### src/rtl/qdr_arb_pkg.sv
// Shared definitions for the QDR port arbiter: port index type and helpers.
package qdr_arb_pkg;

  // Index width is sized for the largest legal port count (4), so one
  // package serves every NUM_PORTS configuration of the arbiter.
  localparam int MAX_PORTS  = 4;
  localparam int PORT_IDX_W = $clog2(MAX_PORTS);

  typedef logic [PORT_IDX_W-1:0] port_idx_t;

  // Converts a one-hot grant vector into the index of its set bit.
  function automatic port_idx_t onehot_to_idx(input logic [MAX_PORTS-1:0] oh);
    port_idx_t idx;
    idx = '0;
    for (int i = 0; i < MAX_PORTS; i++) begin
      if (oh[i]) idx = idx | port_idx_t'(i);
    end
    return idx;
  endfunction

endpackage

### src/rtl/qdr_tag_fifo.sv
// In-order tag FIFO remembering which port issued each outstanding read.
module qdr_tag_fifo
  import qdr_arb_pkg::*;
#(
  parameter int DEPTH = 16
) (
  input  logic                     qdr_clk,
  input  logic                     qdr_rst_n,
  input  logic                     push_i,
  input  logic                     pop_i,
  input  port_idx_t                din_i,
  output port_idx_t                dout_o,
  output logic                     full_o,
  output logic                     empty_o,
  output logic [$clog2(DEPTH):0]   count_o
);

  localparam int AW = $clog2(DEPTH);

  port_idx_t     mem_q [DEPTH];
  logic [AW:0]   wr_ptr_q, wr_ptr_d;
  logic [AW:0]   rd_ptr_q, rd_ptr_d;
  logic          do_push, do_pop;

  // Pointer MSB acts as a lap bit so full and empty are distinguishable.
  always_comb begin
    empty_o  = (wr_ptr_q == rd_ptr_q);
    full_o   = (wr_ptr_q[AW] != rd_ptr_q[AW]) &&
               (wr_ptr_q[AW-1:0] == rd_ptr_q[AW-1:0]);
    count_o  = wr_ptr_q - rd_ptr_q;
    dout_o   = mem_q[rd_ptr_q[AW-1:0]];
    do_push  = push_i && !full_o;
    do_pop   = pop_i && !empty_o;
    wr_ptr_d = do_push ? wr_ptr_q + 1'b1 : wr_ptr_q;
    rd_ptr_d = do_pop  ? rd_ptr_q + 1'b1 : rd_ptr_q;
  end

  // Pointer registers; reset empties the FIFO.
  always_ff @(posedge qdr_clk or negedge qdr_rst_n) begin
    if (!qdr_rst_n) begin
      wr_ptr_q <= '0;
      rd_ptr_q <= '0;
    end else begin
      wr_ptr_q <= wr_ptr_d;
      rd_ptr_q <= rd_ptr_d;
    end
  end

  // Tag storage needs no reset: entries are only read once written.
  always_ff @(posedge qdr_clk) begin
    if (do_push) mem_q[wr_ptr_q[AW-1:0]] <= din_i;
  end

endmodule

### src/rtl/qdr_port_arbiter.sv
// Round-robin arbiter sharing one QDR master interface between fabric ports,
// with a registered command stage and read-return routing by tag FIFO.
module qdr_port_arbiter
  import qdr_arb_pkg::*;
#(
  parameter int NUM_PORTS      = 2,
  parameter int QDR_ADDR_WIDTH = 21,
  parameter int QDR_DATA_WIDTH = 36,
  parameter int QDR_BW_WIDTH   = 2,
  parameter int RD_FIFO_DEPTH  = 16
) (
  input  logic                                  qdr_clk,
  input  logic                                  qdr_rst_n,
  input  logic [NUM_PORTS*32-1:0]               port_addr,
  input  logic [NUM_PORTS-1:0]                  port_wr_strb,
  input  logic [NUM_PORTS*2*QDR_DATA_WIDTH-1:0] port_wr_data,
  input  logic [NUM_PORTS*2*QDR_BW_WIDTH-1:0]   port_wr_be,
  input  logic [NUM_PORTS-1:0]                  port_rd_strb,
  output logic [NUM_PORTS-1:0]                  port_ack,
  output logic [2*QDR_DATA_WIDTH-1:0]           port_rd_data,
  output logic [NUM_PORTS-1:0]                  port_rd_dvld,
  output logic [QDR_ADDR_WIDTH-1:0]             master_addr,
  output logic                                  master_wr_strb,
  output logic [2*QDR_DATA_WIDTH-1:0]           master_wr_data,
  output logic [2*QDR_BW_WIDTH-1:0]             master_wr_be,
  output logic                                  master_rd_strb,
  input  logic [2*QDR_DATA_WIDTH-1:0]           master_rd_data,
  input  logic                                  master_rd_dvld,
  input  logic                                  master_ack,
  output logic [$clog2(RD_FIFO_DEPTH):0]        rd_outstanding,
  output logic                                  err_orphan
);

  localparam int AW  = $clog2(RD_FIFO_DEPTH);
  localparam int DW2 = 2 * QDR_DATA_WIDTH;
  localparam int BW2 = 2 * QDR_BW_WIDTH;

  logic                      active_q;
  port_idx_t                 rr_ptr_q, rr_ptr_d;
  logic [NUM_PORTS-1:0]      eligible;
  logic [NUM_PORTS-1:0]      grant;
  logic [MAX_PORTS-1:0]      grant_ext;
  logic                      found;
  logic                      accept;
  port_idx_t                 grant_idx;

  logic [QDR_ADDR_WIDTH-1:0] sel_addr;
  logic [DW2-1:0]            sel_wr_data;
  logic [BW2-1:0]            sel_wr_be;
  logic                      sel_wr_strb;
  logic                      sel_rd_strb;

  logic [QDR_ADDR_WIDTH-1:0] addr_q, addr_d;
  logic [DW2-1:0]            wr_data_q, wr_data_d;
  logic [BW2-1:0]            wr_be_q, wr_be_d;
  logic                      wr_strb_q, wr_strb_d;
  logic                      rd_strb_q, rd_strb_d;
  logic                      err_orphan_q, err_orphan_d;

  logic                      fifo_push, fifo_pop;
  logic                      fifo_full, fifo_empty;
  port_idx_t                 fifo_dout;
  logic [AW:0]               fifo_count;

  // Upper address bits beyond the QDR address width are intentionally dropped.
  logic unused_addr_bits;
  assign unused_addr_bits = ^port_addr;

  // Grants are held off until the first clock after reset release so that
  // port_ack is 0 for the whole time reset is asserted.
  always_ff @(posedge qdr_clk or negedge qdr_rst_n) begin
    if (!qdr_rst_n) active_q <= 1'b0;
    else            active_q <= 1'b1;
  end

  // Eligibility: any strobe with controller ready; reads (including combined
  // read+write) are blocked while every tag slot is in use.
  always_comb begin
    eligible = '0;
    for (int i = 0; i < NUM_PORTS; i++) begin
      eligible[i] = active_q && master_ack &&
                    (port_wr_strb[i] || port_rd_strb[i]) &&
                    !(port_rd_strb[i] && fifo_full);
    end
  end

  // Round-robin search from rr_ptr, ascending with wrap; first eligible wins.
  always_comb begin
    grant = '0;
    found = 1'b0;
    for (int k = 0; k < NUM_PORTS; k++) begin
      for (int i = 0; i < NUM_PORTS; i++) begin
        if (!found && eligible[i] &&
            (((int'(rr_ptr_q) + k) % NUM_PORTS) == i)) begin
          grant[i] = 1'b1;
          found    = 1'b1;
        end
      end
    end
  end

  // Grant index, selected command fields and round-robin pointer update.
  always_comb begin
    grant_ext                  = '0;
    grant_ext[NUM_PORTS-1:0]   = grant;
    grant_idx                  = onehot_to_idx(grant_ext);
    accept                     = |grant;
    sel_addr                   = '0;
    sel_wr_data                = '0;
    sel_wr_be                  = '0;
    sel_wr_strb                = 1'b0;
    sel_rd_strb                = 1'b0;
    for (int i = 0; i < NUM_PORTS; i++) begin
      if (grant[i]) begin
        sel_addr    = sel_addr    | port_addr[32*i +: QDR_ADDR_WIDTH];
        sel_wr_data = sel_wr_data | port_wr_data[DW2*i +: DW2];
        sel_wr_be   = sel_wr_be   | port_wr_be[BW2*i +: BW2];
        sel_wr_strb = sel_wr_strb | port_wr_strb[i];
        sel_rd_strb = sel_rd_strb | port_rd_strb[i];
      end
    end
    rr_ptr_d = rr_ptr_q;
    if (accept) begin
      if (grant_idx == port_idx_t'(NUM_PORTS - 1)) rr_ptr_d = '0;
      else                                         rr_ptr_d = port_idx_t'(grant_idx + 1'b1);
    end
  end

  // Command register next state: strobes pulse for one cycle, fields hold.
  always_comb begin
    addr_d    = addr_q;
    wr_data_d = wr_data_q;
    wr_be_d   = wr_be_q;
    wr_strb_d = 1'b0;
    rd_strb_d = 1'b0;
    if (accept) begin
      addr_d    = sel_addr;
      wr_data_d = sel_wr_data;
      wr_be_d   = sel_wr_be;
      wr_strb_d = sel_wr_strb;
      rd_strb_d = sel_rd_strb;
    end
  end

  // Registered command, arbitration pointer and sticky orphan flag.
  always_ff @(posedge qdr_clk or negedge qdr_rst_n) begin
    if (!qdr_rst_n) begin
      rr_ptr_q     <= '0;
      addr_q       <= '0;
      wr_data_q    <= '0;
      wr_be_q      <= '0;
      wr_strb_q    <= 1'b0;
      rd_strb_q    <= 1'b0;
      err_orphan_q <= 1'b0;
    end else begin
      rr_ptr_q     <= rr_ptr_d;
      addr_q       <= addr_d;
      wr_data_q    <= wr_data_d;
      wr_be_q      <= wr_be_d;
      wr_strb_q    <= wr_strb_d;
      rd_strb_q    <= rd_strb_d;
      err_orphan_q <= err_orphan_d;
    end
  end

  // Read return routing: a return pops the oldest tag and flags its port;
  // a return with nothing outstanding is dropped and latched as an orphan.
  always_comb begin
    fifo_push    = accept && sel_rd_strb;
    fifo_pop     = master_rd_dvld && !fifo_empty;
    err_orphan_d = err_orphan_q || (master_rd_dvld && fifo_empty);
    port_rd_dvld = '0;
    for (int i = 0; i < NUM_PORTS; i++) begin
      port_rd_dvld[i] = fifo_pop && (fifo_dout == port_idx_t'(i));
    end
  end

  qdr_tag_fifo #(
    .DEPTH (RD_FIFO_DEPTH)
  ) u_tag_fifo (
    .qdr_clk   (qdr_clk),
    .qdr_rst_n (qdr_rst_n),
    .push_i    (fifo_push),
    .pop_i     (fifo_pop),
    .din_i     (grant_idx),
    .dout_o    (fifo_dout),
    .full_o    (fifo_full),
    .empty_o   (fifo_empty),
    .count_o   (fifo_count)
  );

  assign port_ack       = grant;
  assign port_rd_data   = master_rd_data;
  assign master_addr    = addr_q;
  assign master_wr_data = wr_data_q;
  assign master_wr_be   = wr_be_q;
  assign master_wr_strb = wr_strb_q;
  assign master_rd_strb = rd_strb_q;
  assign rd_outstanding = fifo_count;
  assign err_orphan     = err_orphan_q;

endmodule

### config.mk
export PLATFORM = sky130hd
export DESIGN_NAME = qdr_port_arbiter
export DESIGN_NICKNAME = d
export VERILOG_FILES = /design/src/rtl/qdr_arb_pkg.sv /design/src/rtl/qdr_tag_fifo.sv /design/src/rtl/qdr_port_arbiter.sv
export SDC_FILE = /design/constraint.sdc
export NUM_CORES = 1
export LEC_CHECK = 0
export BUFFER_PORTS_ARGS = -buffer_cell sky130_fd_sc_hd__buf_2
export CAP_MARGIN = 20
export CELL_PAD_IN_SITES_DETAIL_PLACEMENT = 1
export CELL_PAD_IN_SITES_GLOBAL_PLACEMENT = 1
export CORE_AREA = 8 8 180 182
export DETAILED_ROUTE_END_ITERATION = 6
export DIE_AREA = 0 0 188 190
export PLACE_DENSITY_LB_ADDON = 0.2
export SLEW_MARGIN = 10
export SYNTH_ARGS = -nofsm -noshare
export SYNTH_HDL_FRONTEND = slang
export SYNTH_SLANG_ARGS = --single-unit
### constraint.sdc
create_clock -name qdr_clk -period 2.45 [get_ports qdr_clk]
set_input_delay 0.49 -clock qdr_clk [delete_from_list [all_inputs] [get_ports qdr_clk]]
set_output_delay 0.49 -clock qdr_clk [all_outputs]
set_load 0.02 [all_outputs]
==> flow_summary.toml <==
[power_and_ir_drop]
power.net_switching_w = 0.00343
power.density_cell_area_nw_per_um2 = 1050
power.internal_w = 0.00621
cellLeakagePower_nw = 4.28
share_comb_of_total_power_pct = 39.3
share_seq_of_total_power_pct = 30.2
vdd_ir_drop_max_mv = 0.440
netSwitchingFraction_pct = 35.6
pwr-share-clk_pct = 30.5

[global_routing]
number_of_antenna_violations_at_the_first_check_in_global_routing = 1
grt_usage_pct = 14.1
grt_first_pass_wirelength_mm = 39.7
grt_start_max_net_pins = 61
grt_ovf = 0
grt_pass1_vias = 6423

[critical_path]
critical_path_peak_fanout = 3
critical_path_class = "reg2out"
cp.arrival_ns = 2.10
worst-endpoint-required_ns = 1.96
cell_depth_of_the_worst_flop_to_flop_path = 9
setup.reg_to_reg.worst_slack_ns = 0.14
critPathLaunchType = "register"
timing.critical_path.to_type = "output port"

[placed_design]
portBuffers = 310
place.detailed.hpwl_mm = 19.0
globalplace.congestion = 0.716
preCtsSetupSlack_ns = 0.0106

[job]
max_cap_viol_count = 0

[detailed_routing]
drc = 0
firstDrtPassIters = 5
route.detailed.wl_per_inst_um = 21.9
drt_first_iter_violations = 200
via_count = 5599
post_drt_via_cell_ratio = 4.66
route.antenna.remaining_nets = 0
route.final.wire_length_mm = 26.3

[die]
io_pins = 477
core_area_sq_um = 29400
initial_utilization_pct = 22.3
num_rows = 63
die_w_um = 188
floorplan.die_area_sq_um = 35700
die_height_um = 190

[timing]
period_minus_slack_ns = 2.59
timing.final.max_slew_violations = 0
grt_setup_unrepaired = "yes"
timing_worst_slew_pin_value_ns = 0.536
achievable-frequency_ghz = 0.386
hold-worst-slack_ns = 0.0530
finalHoldViolCount = 0
timing.slew.headroom_pct = 64.2
layout_setup_ws_ns = -0.137
final-setup-viol-count = 4
timing.clock.skew_ns = 0.0188
final.setup.tns_ns = -0.465
final.period_utilization_pct = 106

[yosys]
syn_inst = 540
synth_warn = 0
synth_top_area_share_pct = 42.8
synth_area_per_cell_sq_um = 12.1
yosys-top-cells-area = "sky130_fd_sc_hd__dfrtp_1 43%, sky130_fd_sc_hd__a221o_1 15%, sky130_fd_sc_hd__nor3b_1 11%"
post_synth_instance_area_sq_um = 6550
syn-num-nets = 846
yosysTopAreaCell = "sky130_fd_sc_hd__dfrtp_1"
synth-seq-area-share_pct = 50.1
synth_seq_cells = 128
synthDistinctLibCells = 44

[cells_and_area]
antennaDiodeCount = 0
fill_cells = 3349
syn_to_final_growth_pct = 39.8
drive_above_1_share_pct = 50.7
final_net_count = 1105

[clock_network]
worstSkewPairLatency_ns = 0.42
clock_tree.buffer_depth = 2
tritoncts.num_buffers = 17
max_h_tree_level = 4
clock_tree_from_tritoncts = "built"
root_buffer = "sky130_fd_sc_hd__clkbuf_16"
clock_sink_count = 128
path_clk_slew_ns = 0.07
hold_buf_count_cts = 0

[run_status]
failed_checks = "setup timing"
outcome = "complete, but fails checks"

[worst_hold_path]
hold_class = "in2async"
## cell usage in the layout, fill, tap and decap left out, drive strengths merged, types with 5 or more instances in the layout
cell	count
and2	5
clkbuf	21
a221o	97
and3	12
xnor2	9
nor2	6
bufinv	5
ha	9
inv	12
buf	355
dfrtp	112
nor3b	97
edfxtp	16
## worst max-delay path: stages, from the launching register on
cell and delay (ns):
sky130_fd_sc_hd__dfrtp_1 0.35, sky130_fd_sc_hd__inv_1 0.07, sky130_fd_sc_hd__ha_1 0.33, sky130_fd_sc_hd__nand4_1 0.20, sky130_fd_sc_hd__o31ai_4 0.36, sky130_fd_sc_hd__buf_6 0.17
sky130_fd_sc_hd__nor2_2 0.05, sky130_fd_sc_hd__buf_2 0.15
## kinds of logic after synthesis
family / Yosys count / synth area share [%]
mux: 8 / 2.01
flops: 128 / 50.1
compound gates: 115 / 17.1
buf+inv: 128 / 12.2
xor+xnor: 13 / 1.97
other cells: 1 / 0.0572
simple gates: 137 / 14.6
fa+ha+maj: 10 / 2.02
## worst paths after layout
| path | from | to |
|---|---|---|
| max | u_tag_fifo.wr_ptr_q[0] | port_ack[1] |
| min | qdr_rst_n | master_wr_data[34] |
| max reg2reg | u_tag_fifo.wr_ptr_q[0] | master_wr_data[59] |
| min reg2reg | err_orphan | err_orphan |
| max in group asynchronous | qdr_rst_n | master_addr[7] |
| min in group qdr_clk | port_addr[10] | master_addr[10] |
## metrics by stage
| stage | std cells | total power, W | utilization [%] | instance area [sq um] |
|---|---|---|---|---|
| after floorplan | 540 | 0.00513 | - | 6560 |
| after global placement | 1159 | 0.00647 | 28.1 | 8260 |
| after detailed placement | 1159 | 0.00648 | 28.1 | 8260 |
| after CTS | 1195 | 0.00971 | 30.7 | 9040 |
| after global routing | 1201 | 0.0102 | 31.2 | 9160 |
| final | 1201 | 0.00964 | 31.2 | 9160 |
## area by class of cell
type                       count  area, sq um  share of cell area (%)
tap                          390          488                    5.33
sequential                   128         3280                    35.8
clock buffer                  19          464                    5.07
inverter                      11         46.3                   0.505
clock inverter                12          205                    2.24
timing repair buffer         357         2120                    23.2
multi-input combinational    284         2550                    27.9
## flip-flops by register name, indices dropped and copies added, names as in the netlist
name                 count
err_orphan               1
u_tag_fifo.wr_ptr_q      5
active_q                 1
master_addr             21
u_tag_fifo.rd_ptr_q      5
master_wr_data          72
master_wr_strb           1
master_wr_be             4
master_rd_strb           1
u_tag_fifo.mem_q        16
rr_ptr_q                 1
## cell usage after synthesis
cell                         n
sky130_fd_sc_hd__dfrtp_1   112
sky130_fd_sc_hd__a221o_1    97
sky130_fd_sc_hd__nor3b_1    97
sky130_fd_sc_hd__buf_4      74
sky130_fd_sc_hd__clkbuf_1   22
sky130_fd_sc_hd__buf_2      19
sky130_fd_sc_hd__edfxtp_1   16
sky130_fd_sc_hd__and3_1     12
sky130_fd_sc_hd__inv_1      11
sky130_fd_sc_hd__ha_1        9
sky130_fd_sc_hd__xnor2_1     8
sky130_fd_sc_hd__nor2_1      6
sky130_fd_sc_hd__and2_1      5
sky130_fd_sc_hd__mux4_2      4
sky130_fd_sc_hd__nand2_1     4
sky130_fd_sc_hd__a21oi_1     3
sky130_fd_sc_hd__mux2i_1     3
sky130_fd_sc_hd__nand4_1     3
sky130_fd_sc_hd__xor2_1      3
sky130_fd_sc_hd__a21o_1      2
sky130_fd_sc_hd__a31o_2      2
sky130_fd_sc_hd__buf_6       2
sky130_fd_sc_hd__nand3_1     2
sky130_fd_sc_hd__nor2b_1     2
sky130_fd_sc_hd__nor4_1      2
sky130_fd_sc_hd__o21ai_0     2
sky130_fd_sc_hd__a21boi_0    1
sky130_fd_sc_hd__a21oi_2     1
sky130_fd_sc_hd__a22o_1      1
sky130_fd_sc_hd__a311oi_2    1
sky130_fd_sc_hd__a31oi_1     1
sky130_fd_sc_hd__and4_1      1
sky130_fd_sc_hd__conb_1      1
sky130_fd_sc_hd__fa_1        1
sky130_fd_sc_hd__mux2_2      1
sky130_fd_sc_hd__nand2b_1    1
sky130_fd_sc_hd__nor3_1      1
sky130_fd_sc_hd__nor4b_1     1
sky130_fd_sc_hd__o211a_1     1
sky130_fd_sc_hd__o211ai_1    1
sky130_fd_sc_hd__o21a_1      1
sky130_fd_sc_hd__o31ai_4     1
sky130_fd_sc_hd__xnor2_2     1
sky130_fd_sc_hd__xor2_2      1
## layer usage
metal / up-vias / wire length, um / track usage, %
met2: 270 / 12400 / 22.8
met5: - / 16 / 0
met4: 2 / 816 / 6.52
met3: 60 / 2080 / 5.09
met1: 2746 / 11000 / 16.7
li1: 2521 / - / -
## power by group through the flow
stage	registers (W)	logic [W]	clock network [W]
finish	0.00291	0.00378	0.00294
global route	0.00298	0.00411	0.00315
detailed placement	0.00293	0.00355	0
global placement	0.00293	0.00354	0
CTS	0.00292	0.00373	0.00305
floorplan	0.00340	0.00172	0
## repair_timing
| item | 4_1_cts | 5_1_grt |
|---|---|---|
| pin swaps | 6 | 1 |
| gates resized for setup | 19 | 5 |
| cloned | 0 | 3 |
| setup endpoints to repair | 10 | 77 |
| buffers inserted | 5 | 4 |
Power figures use the tool's default switching activity.
